==> src/rtl/mont_pkg.sv <==
// Shared definitions for the Montgomery parameter generator: state encoding,
// default width, counter sizing helper and the register offsets it shares with the rsa wrapper.
package mont_pkg;

  typedef enum logic [1:0] {
    ST_IDLE   = 2'd0,
    ST_CHECK  = 2'd1,
    ST_RUN    = 2'd2,
    ST_FINISH = 2'd3
  } mont_state_t;

  localparam int MONT_WIDTH = 32;

  // Same offsets as the rsa wrapper map, so software uses one address plan.
  localparam logic [7:0] WB_OFF_N        = 8'h00;
  localparam logic [7:0] WB_OFF_N_INV    = 8'h04;
  localparam logic [7:0] WB_OFF_R2_MOD_N = 8'h08;

  function automatic int clog2(input int value);
    int v;
    int w;
    v = value - 1;
    w = 0;
    while (v > 0) begin
      w = w + 1;
      v = v >> 1;
    end
    return w;
  endfunction

endpackage

==> src/rtl/mont_neg_inv.sv <==
// Bit-serial inverse of an odd modulus mod 2^WIDTH: keeps x and p = n*x mod 2^WIDTH and
// clears one bit of p per enabled step so that x converges to n^-1.
module mont_neg_inv
  import mont_pkg::*;
#(
  parameter int WIDTH = MONT_WIDTH,
  parameter int CW    = clog2(2 * WIDTH)
) (
  input  logic             clk,
  input  logic             rst_n,
  input  logic             init,
  input  logic             run,
  input  logic [CW-1:0]    cnt,
  input  logic [WIDTH-1:0] n,
  output logic [WIDTH-1:0] x
);

  localparam int IW = clog2(WIDTH);

  logic [WIDTH-1:0] x_q;
  logic [WIDTH-1:0] p_q;
  logic [IW-1:0]    idx;
  logic             step_en;

  assign idx     = cnt[IW-1:0];
  // Bit 0 of p is already 1 for odd n; only bits 1..WIDTH-1 need clearing.
  assign step_en = run && (cnt != '0) && (cnt < CW'(WIDTH));
  assign x       = x_q;

  always_ff @(posedge clk or negedge rst_n) begin
    if (!rst_n) begin
      x_q <= '0;
      p_q <= '0;
    end else if (init) begin
      x_q <= WIDTH'(1);
      p_q <= n;
    end else if (step_en && p_q[idx]) begin
      x_q <= x_q | (WIDTH'(1) << idx);
      p_q <= p_q + (n << idx);
    end
  end

endmodule

==> src/rtl/mont_param_gen.sv <==
// Montgomery constant generator: N_INV = -N^-1 mod 2^WIDTH and R2_MOD_N = 2^(2*WIDTH) mod N,
// one shift/add step per cycle. Define MONT_PARAM_RMODN_EN to also export R_MOD_N.
//
// state  | meaning
// IDLE   | waiting for start; results held
// CHECK  | reject even N or N==1, else seed the iterators
// RUN    | 2*WIDTH steps: inverse bits (steps 1..WIDTH-1) and residue doubling (all)
// FINISH | publish results, pulse done
module mont_param_gen
  import mont_pkg::*;
#(
  parameter int WIDTH = MONT_WIDTH
) (
  input  logic             clk,
  input  logic             rst_n,
  input  logic             start,
  input  logic [WIDTH-1:0] N,
  output logic             busy,
  output logic             done,
  output logic             err,
  output logic [WIDTH-1:0] N_INV,
  output logic [WIDTH-1:0] R2_MOD_N
`ifdef MONT_PARAM_RMODN_EN
  ,
  output logic [WIDTH-1:0] R_MOD_N
`endif
);

  localparam int CW = clog2(2 * WIDTH);

  mont_state_t      state_q, state_d;
  logic [WIDTH-1:0] n_q;
  logic [WIDTH:0]   r_q;
  logic [WIDTH:0]   r_dbl;
  logic [WIDTH:0]   r_next;
  logic [CW-1:0]    cnt_q;
  logic [WIDTH-1:0] x;
  logic             n_bad;
  logic             run_last;
`ifdef MONT_PARAM_RMODN_EN
  logic [WIDTH-1:0] r_mod_q;
`endif

  assign n_bad    = ~n_q[0] | (n_q == WIDTH'(1));
  assign run_last = (cnt_q == CW'(2 * WIDTH - 1));
  // r < N keeps 2r within WIDTH+1 bits, so one conditional subtract suffices.
  assign r_dbl    = r_q << 1;
  assign r_next   = (r_dbl >= {1'b0, n_q}) ? (r_dbl - {1'b0, n_q}) : r_dbl;

  mont_neg_inv #(
    .WIDTH (WIDTH),
    .CW    (CW)
  ) u_neg_inv (
    .clk   (clk),
    .rst_n (rst_n),
    .init  (state_q == ST_CHECK),
    .run   (state_q == ST_RUN),
    .cnt   (cnt_q),
    .n     (n_q),
    .x     (x)
  );

  always_ff @(posedge clk or negedge rst_n) begin
    if (!rst_n) state_q <= ST_IDLE;
    else        state_q <= state_d;
  end

  always_comb begin
    state_d = state_q;
    unique case (state_q)
      ST_IDLE:   if (start) state_d = ST_CHECK;
      ST_CHECK:  state_d = n_bad ? ST_IDLE : ST_RUN;
      ST_RUN:    if (run_last) state_d = ST_FINISH;
      ST_FINISH: state_d = ST_IDLE;
      default:   state_d = ST_IDLE;
    endcase
  end

  always_ff @(posedge clk or negedge rst_n) begin
    if (!rst_n) begin
      n_q      <= '0;
      r_q      <= '0;
      cnt_q    <= '0;
      busy     <= 1'b0;
      done     <= 1'b0;
      err      <= 1'b0;
      N_INV    <= '0;
      R2_MOD_N <= '0;
`ifdef MONT_PARAM_RMODN_EN
      r_mod_q  <= '0;
      R_MOD_N  <= '0;
`endif
    end else begin
      done <= 1'b0;
      unique case (state_q)
        ST_IDLE: begin
          if (start) begin
            n_q      <= N;
            err      <= 1'b0;
            N_INV    <= '0;
            R2_MOD_N <= '0;
            busy     <= 1'b1;
`ifdef MONT_PARAM_RMODN_EN
            R_MOD_N  <= '0;
`endif
          end
        end
        ST_CHECK: begin
          if (n_bad) begin
            err      <= 1'b1;
            N_INV    <= '0;
            R2_MOD_N <= '0;
            done     <= 1'b1;
            busy     <= 1'b0;
          end else begin
            r_q   <= {{WIDTH{1'b0}}, 1'b1};
            cnt_q <= '0;
          end
        end
        ST_RUN: begin
          r_q   <= r_next;
          cnt_q <= cnt_q + CW'(1);
`ifdef MONT_PARAM_RMODN_EN
          // After WIDTH doublings r holds R mod N.
          if (cnt_q == CW'(WIDTH - 1)) r_mod_q <= r_next[WIDTH-1:0];
`endif
        end
        ST_FINISH: begin
          N_INV    <= ~x + WIDTH'(1);
          R2_MOD_N <= r_q[WIDTH-1:0];
          done     <= 1'b1;
          busy     <= 1'b0;
`ifdef MONT_PARAM_RMODN_EN
          R_MOD_N  <= r_mod_q;
`endif
        end
        default: ;
      endcase
    end
  end

endmodule

==> config.mk <==
export PLATFORM = sky130hd
export DESIGN_NAME = mont_param_gen
export DESIGN_NICKNAME = d
export VERILOG_FILES = /design/src/rtl/mont_pkg.sv /design/src/rtl/mont_neg_inv.sv /design/src/rtl/mont_param_gen.sv
export SDC_FILE = /design/constraint.sdc
export NUM_CORES = 1
export LEC_CHECK = 0
export ABC_AREA = 0
export CORE_MARGIN = 2
export CORE_UTILIZATION = 34
export DETAILED_ROUTE_END_ITERATION = 8
export PLACE_DENSITY = 0.52
export SLEW_MARGIN = 20
export SYNTH_ARGS = -nofsm -noshare
export SYNTH_HDL_FRONTEND = slang
export SYNTH_SLANG_ARGS = --single-unit
==> constraint.sdc <==
create_clock -name clk -period 5.1 [get_ports clk]
set_input_delay 1.02 -clock clk [delete_from_list [all_inputs] [get_ports clk]]
set_output_delay 1.02 -clock clk [all_outputs]
set_load 0.02 [all_outputs]
# Word level (Yosys, flattened, before mapping)
# Index checks and enable logic that the tools add are counted.
[word_totals]
latchBits = 0
register_bits = 203
ramBits = 0
out_inout_bits = 67
rom_bits = 0
mem_count = 0
input_bits = 35
[classes]
n_lt_le_gt_ge = 3
eq_ne = 9
n_addsub = 4
reduce_logical = 14
mul = 0
div_mod_pow = 0
n_shift = 2
n_mux = 27
bitwise_logic = 4
[ops]
columns = ["operator", "n"]
rows = [
  ["32-bit two-way mux", 8],
  ["32-bit case mux with 3 select lines", 2],
  ["32-bit case mux with 2 select lines", 1],
  ["33-bit by 32-bit greater-or-equal comparator with 1-bit output", 1],
  ["32-bit by 1-bit adder with 32-bit output (second input constant)", 1],
  ["32-bit adder", 1],
  ["32-bit by 1-bit == test with 1-bit output (second input constant)", 1],
  ["32-bit inverter", 1],
  ["32-bit bitwise OR", 1],
  ["1-bit by 5-bit << shifter with 32-bit output (first input constant)", 1],
  ["32-bit by 5-bit << shifter with 32-bit output", 1],
  ["32-bit subtractor", 1],
  ["6-bit case mux with 2 select lines", 1],
  ["2-bit != test (second input constant)", 4],
  ["2-bit case mux with 4 select lines", 1],
  ["6-bit by 1-bit adder with 6-bit output (second input constant)", 1],
  ["6-bit == test (second input constant)", 1],
  ["5-bit by 6-bit < comparator with 1-bit output (second input constant)", 1],
  ["6-bit < comparator (second input constant)", 1],
  ["1-bit two-way mux", 6],
  ["2-bit two-way mux", 3],
  ["6-bit two-way mux", 1],
  ["2-bit AND reduction", 3],
  ["3-bit AND reduction", 2],
  ["other kinds (12)", 18],
]

# Longest topological paths before layout
[depth]
ltp_word = 6
ltp_mapped = 21

# Cells and area by module
# Synthesis repeated with hierarchy kept, for this count alone.
[hier_totals]
cells_unflattened = 1633
area_unflattened_um2 = 14336.2
[by_module_without_submodules]
columns = ["mod", "area_per_inst_um2", "cells_per_inst", "seq_area_each_um2", "instances"]
rows = [
  ["mont_param_gen", 8132.8, 868, 3478.3, 1],
  ["mont_neg_inv", 6203.4, 765, 1601.5, 1],
]

# Worst setup path after synthesis
# OpenSTA, ideal clock, no wires.
[synth_path]
kind = "register to register"
from = "reg cnt_q[1]"
to = "reg u_neg_inv.p_q[29]"
period_less_slack_ns = 4.023
path_stages_with_launch = 19
setup_time_ns = 0.095
slack_ns = 1.077
arrival_ns = 3.928
path_cell_list = "dfrtp_1 > buf_4 > buf_4 > buf_2 > clkbuf_1 > o21ai_0 > o21ai_0 > mux2i_1 > o21ai_0 > nor2_1 > ha_1 > a21oi_1 > o2111ai_1 > a211oi_1 > o21ai_0 > a41oi_1 > o21ai_0 > xnor2_1 > o31ai_1"
[synth_between]
elab_chain_len = 5
word_cells_on_any_way = 12
classes_between = "1 x add/sub; 1 x order compare; 1 x shift; 4 x mux; 5 x reduce/logical"
[synth_lines]
columns = ["element", "line", "text"]
rows = [
  ["from (decl)", "mont_param_gen.sv:36", "logic [CW-1:0] cnt_q;"],
  ["from (signal assigned)", "mont_param_gen.sv:122", "cnt_q <= cnt_q + CW'(1);"],
  ["parallel branches: the longest is 5 deep, another holds 32-bit adder", "-", ""],
  ["to (signal assigned)", "mont_neg_inv.sv:36", "p_q <= n;"],
  ["to (signal assigned)", "mont_neg_inv.sv:39", "p_q <= p_q + (n << idx);"],
  ["to (decl)", "mont_neg_inv.sv:21", "logic [WIDTH-1:0] p_q;"],
]
# Several ways; the timed one is not identified. The select of a mux whose other input is x is not followed.
# A chain may end at the register's enable or synchronous reset.

# Worst setup path in the final report
[layout_path]
from = "reg cnt_q[1]"
to = "reg u_neg_inv.p_q[28]"
# Same word-level chain as after synthesis.

==> out/results.txt <==
Status -> completed
Initial antenna violation count -> 0
DP Cell Count -> 2254
Antenna viol nets, final -> 0
Avg Vias per Cell -> 5.56
Final setup TNS -> 0 ps
Final setup viols -> 0
Worst setup SP type -> register
Number of nets in the layout -> 1854
I/O pins -> 102
CTS max path bufs -> 3
Layout filler cell count -> 4264
Most common cell in the synthesized netlist -> nand2_1
Place WS -> 819 ps
Simple-gate share of the synthesized area -> 0.179
Post-Synth XOR/XNOR Area -> 0.0428
Leak Pwr -> 7.24 nW
CTS tree -> built
Largest net degree at the start of global routing -> 103
DP HPWL -> 33700 um
Die ar. -> 43800 um2
Worst skew pair latency -> 570 ps
Root buffer cell -> clkbuf_16
Synth Area in Compound Gates -> 0.205
Core area -> 41800 um2
Critical-path top delay cell -> dfrtp_2
DRT Pass-1 Iters -> 5
Pins Over Slew Limit -> 0
Hold_buf cts -> 0
# Post-CTS Setup Buffers -> 0
Clock Skews -> 19.5 ps
Post_cts resized -> 0
Num CTS Buffers -> 26
Area leader, netlist -> dfrtp_1
Vias in the first global route -> 12700
Maximum vdd drop -> 0.339 mV
Rel. slew slack -> 0.291
Clock period minus final worst setup slack -> 4330 ps
Combinational family with the most area after synthesis -> compound AO/OA/AOI/OAI gates
CP max stage delay -> 750 ps
Non-filler cells, final -> 2299
RSZ-0062 raised after global routing -> false
Reg clk slew, reported paths -> 60 ps
Die Y-Extent -> 209 um
GP Congestion -> 0.909
Die W -> 209 um
Row cnt -> 75
Tcrit/Tclk final -> 0.849
Multiplexer share of the synthesized area -> 0.103
Clock tree sinks -> 203
Req. time, crit path -> 5540 ps
H-tree levels -> 1
Post-Route WL -> 45300 um
Worst Max-Slew Pin Slew -> 1050 ps
Routed wire per std cell -> 19.7 um
Yosys reg bits -> 203
Ranking of synthesized cells by area -> dfrtp_1, nand2_1, ha_1
CP endpoint kind -> register
# Max-Cap Violations -> 0
Unique cell type count in the Yosys netlist -> 76
Final Hold Vio Count -> 0
Syn_area_per_cell -> 8.51 um2
Vias -> 12800
Peak Freq -> 231 MHz
Mapped Area -> 14300 um2
Sequential-to-total area share from yosys stat -> 0.354
Hold Crit Class -> register to register
Grt total ovfl -> 0
Crit path max fanout -> 32
Share of Yosys cell area claimed by the top area cell type -> 0.354
Final design utilization -> 0.400
Worst path buffer plus inverter count -> 1
Post-synth ARST share -> 1.00
GRT Total Usage -> 0.207
CP top delay family -> compound AO/OA/AOI/OAI gates
Power Density -> 632 nW/um2
Starting Density -> 0.343
First-pass GRT wire length -> 72400 um
Share of post-route cells with drive strength above 1 -> 0.0824
Area delta synth->final -> 16.6%
DRC -> 0
Synth Warn # -> 0
Antenna diodes -> 0
WP data arrival -> 4770 ps
Synth top cells by count -> nand2_1, dfrtp_1, o21ai_0
Final worst slack -> 770 ps
Main synth FF type -> dfrtp_1
PortBufs -> 101
Kind of critical path -> register to register
Crit path cell chain -> buf_4 -> mux2i_1 -> nand2_1 -> a31o_2 -> mux2i_1 -> o22ai_1 -> ha_1 -> a21oi_1 -> o21bai_1 -> a21o_1 -> a211o_1 -> a41o_1 -> a311oi_1 -> a41o_1 -> a22oi_1
Post-synthesis cell count -> 1684
Post-Syn Nets -> 1795
EDFF count, synth -> 0
Number of DRC markers in iteration 0 -> 960
Synth Area in Adders -> 0.0674
==> state kept, by name (all words and copies together) (netlist names), 6 cells and up, named ones only <==
| signal | count |
|---|---|
| n_q | 32 |
| u_neg_inv.x | 32 |
| r_q | 32 |
| R2_MOD_N | 32 |
| N_INV | 32 |
| cnt_q | 6 |
| u_neg_inv.p_q | 32 |
==> cell usage in the layout (no fill, tap or decap), types with 6 or more instances in the layout <==
cell and count:
nand2b_1 11, xnor2_1 42, xor2_1 28, o21a_1 10, o211ai_1 13, nand3_1 38, a211oi_1 16, o21ai_0 146
mux4_2 16, inv_1 63, a21oi_1 132, o31ai_1 23, buf_4 25, and2_1 10, nor2b_1 9, clkbuf_16 26
mux2i_1 70, o21bai_1 8, nand2_1 260, nor2_1 131, clkdlybuf4s50_1 100, nor4_1 14, nand4_1 16, o221ai_1 6
a31oi_1 13, a22oi_1 6, nor3_1 35, ha_1 73, and3_1 17, or3_1 14, dfrtp_1 202, a21o_1 21
o22ai_1 10, mux2_2 37, a22o_1 16
==> through the flow <==
stage / hold slack (ps) / power [mW] / cell area [um2]
2_1_floorplan: 483 / 6.82 / 14300
3_3_place_gp: 462 / 8.55 / 15800
3_5_place_dp: 468 / 8.56 / 15800
4_1_cts: 481 / 10.6 / 16700
5_1_grt: 503 / 11.4 / 16700
6_report: 472 / 10.6 / 16700
==> path summary, 6_finish.rpt <==
check / cells past startpoint / end / slack (ps) / startpoint
setup reg to reg: 15 / u_neg_inv.p_q[28] / 770 / cnt_q[1]
min in group asynchronous: 1 / N_INV[15] / 570 / rst_n
hold / removal: 2 / N_INV[4] / 470 / N_INV[4]
setup / recovery: 15 / u_neg_inv.p_q[28] / 770 / cnt_q[1]
hold reg to reg: 2 / N_INV[4] / 470 / N_INV[4]
max in group asynchronous: 2 / r_q[3] / 3590 / rst_n
==> logic make-up after synthesis <==
logic type,count (synthesis)
AO/OA/AOI/OAI,475
XOR/XNOR,70
adder cells (fa/ha/maj),76
buffers and inverters,161
flip-flops,203
multiplexers,123
AND/OR/NAND/NOR,576
==> worst register-to-register path, stage by stage, from the launching register on <==
cell	delay, ps
dfrtp_2	750
buf_4	450
mux2i_1	280
nand2_1	100
a31o_2	280
mux2i_1	170
o22ai_1	150
ha_1	420
a21oi_1	310
o21bai_1	110
a21o_1	200
a211o_1	290
a41o_1	250
a311oi_1	240
a41o_1	130
a22oi_1	80
==> power by group <==
group | leakage, nW | switching (mW) | internal [mW]
combinational | 4.14 | 3.74 | 2.36
sequential | 2.67 | 0.532 | 1.98
clock | 0.434 | 0.770 | 1.18
==> area by class of cell <==
type / instances / area [um2] / area share
clock buffers: 32 / 703 / 0.0421
clock inverters: 13 / 189 / 0.0113
inverters: 65 / 244 / 0.0146
multi-input cells: 1320 / 8590 / 0.514
flip-flops and latches: 203 / 5080 / 0.304
well taps: 539 / 674 / 0.0404
repair buffers: 127 / 1220 / 0.0732
==> layer usage <==
layer	share of wire	routed length [um]	GRT usage
met1	0.47	21400	0.290
met2	0.45	20400	0.333
met3	0.050	2260	0.0290
met4	0.028	1250	0.0599
met5	0	0	0
Power figures use the tool's default switching activity.
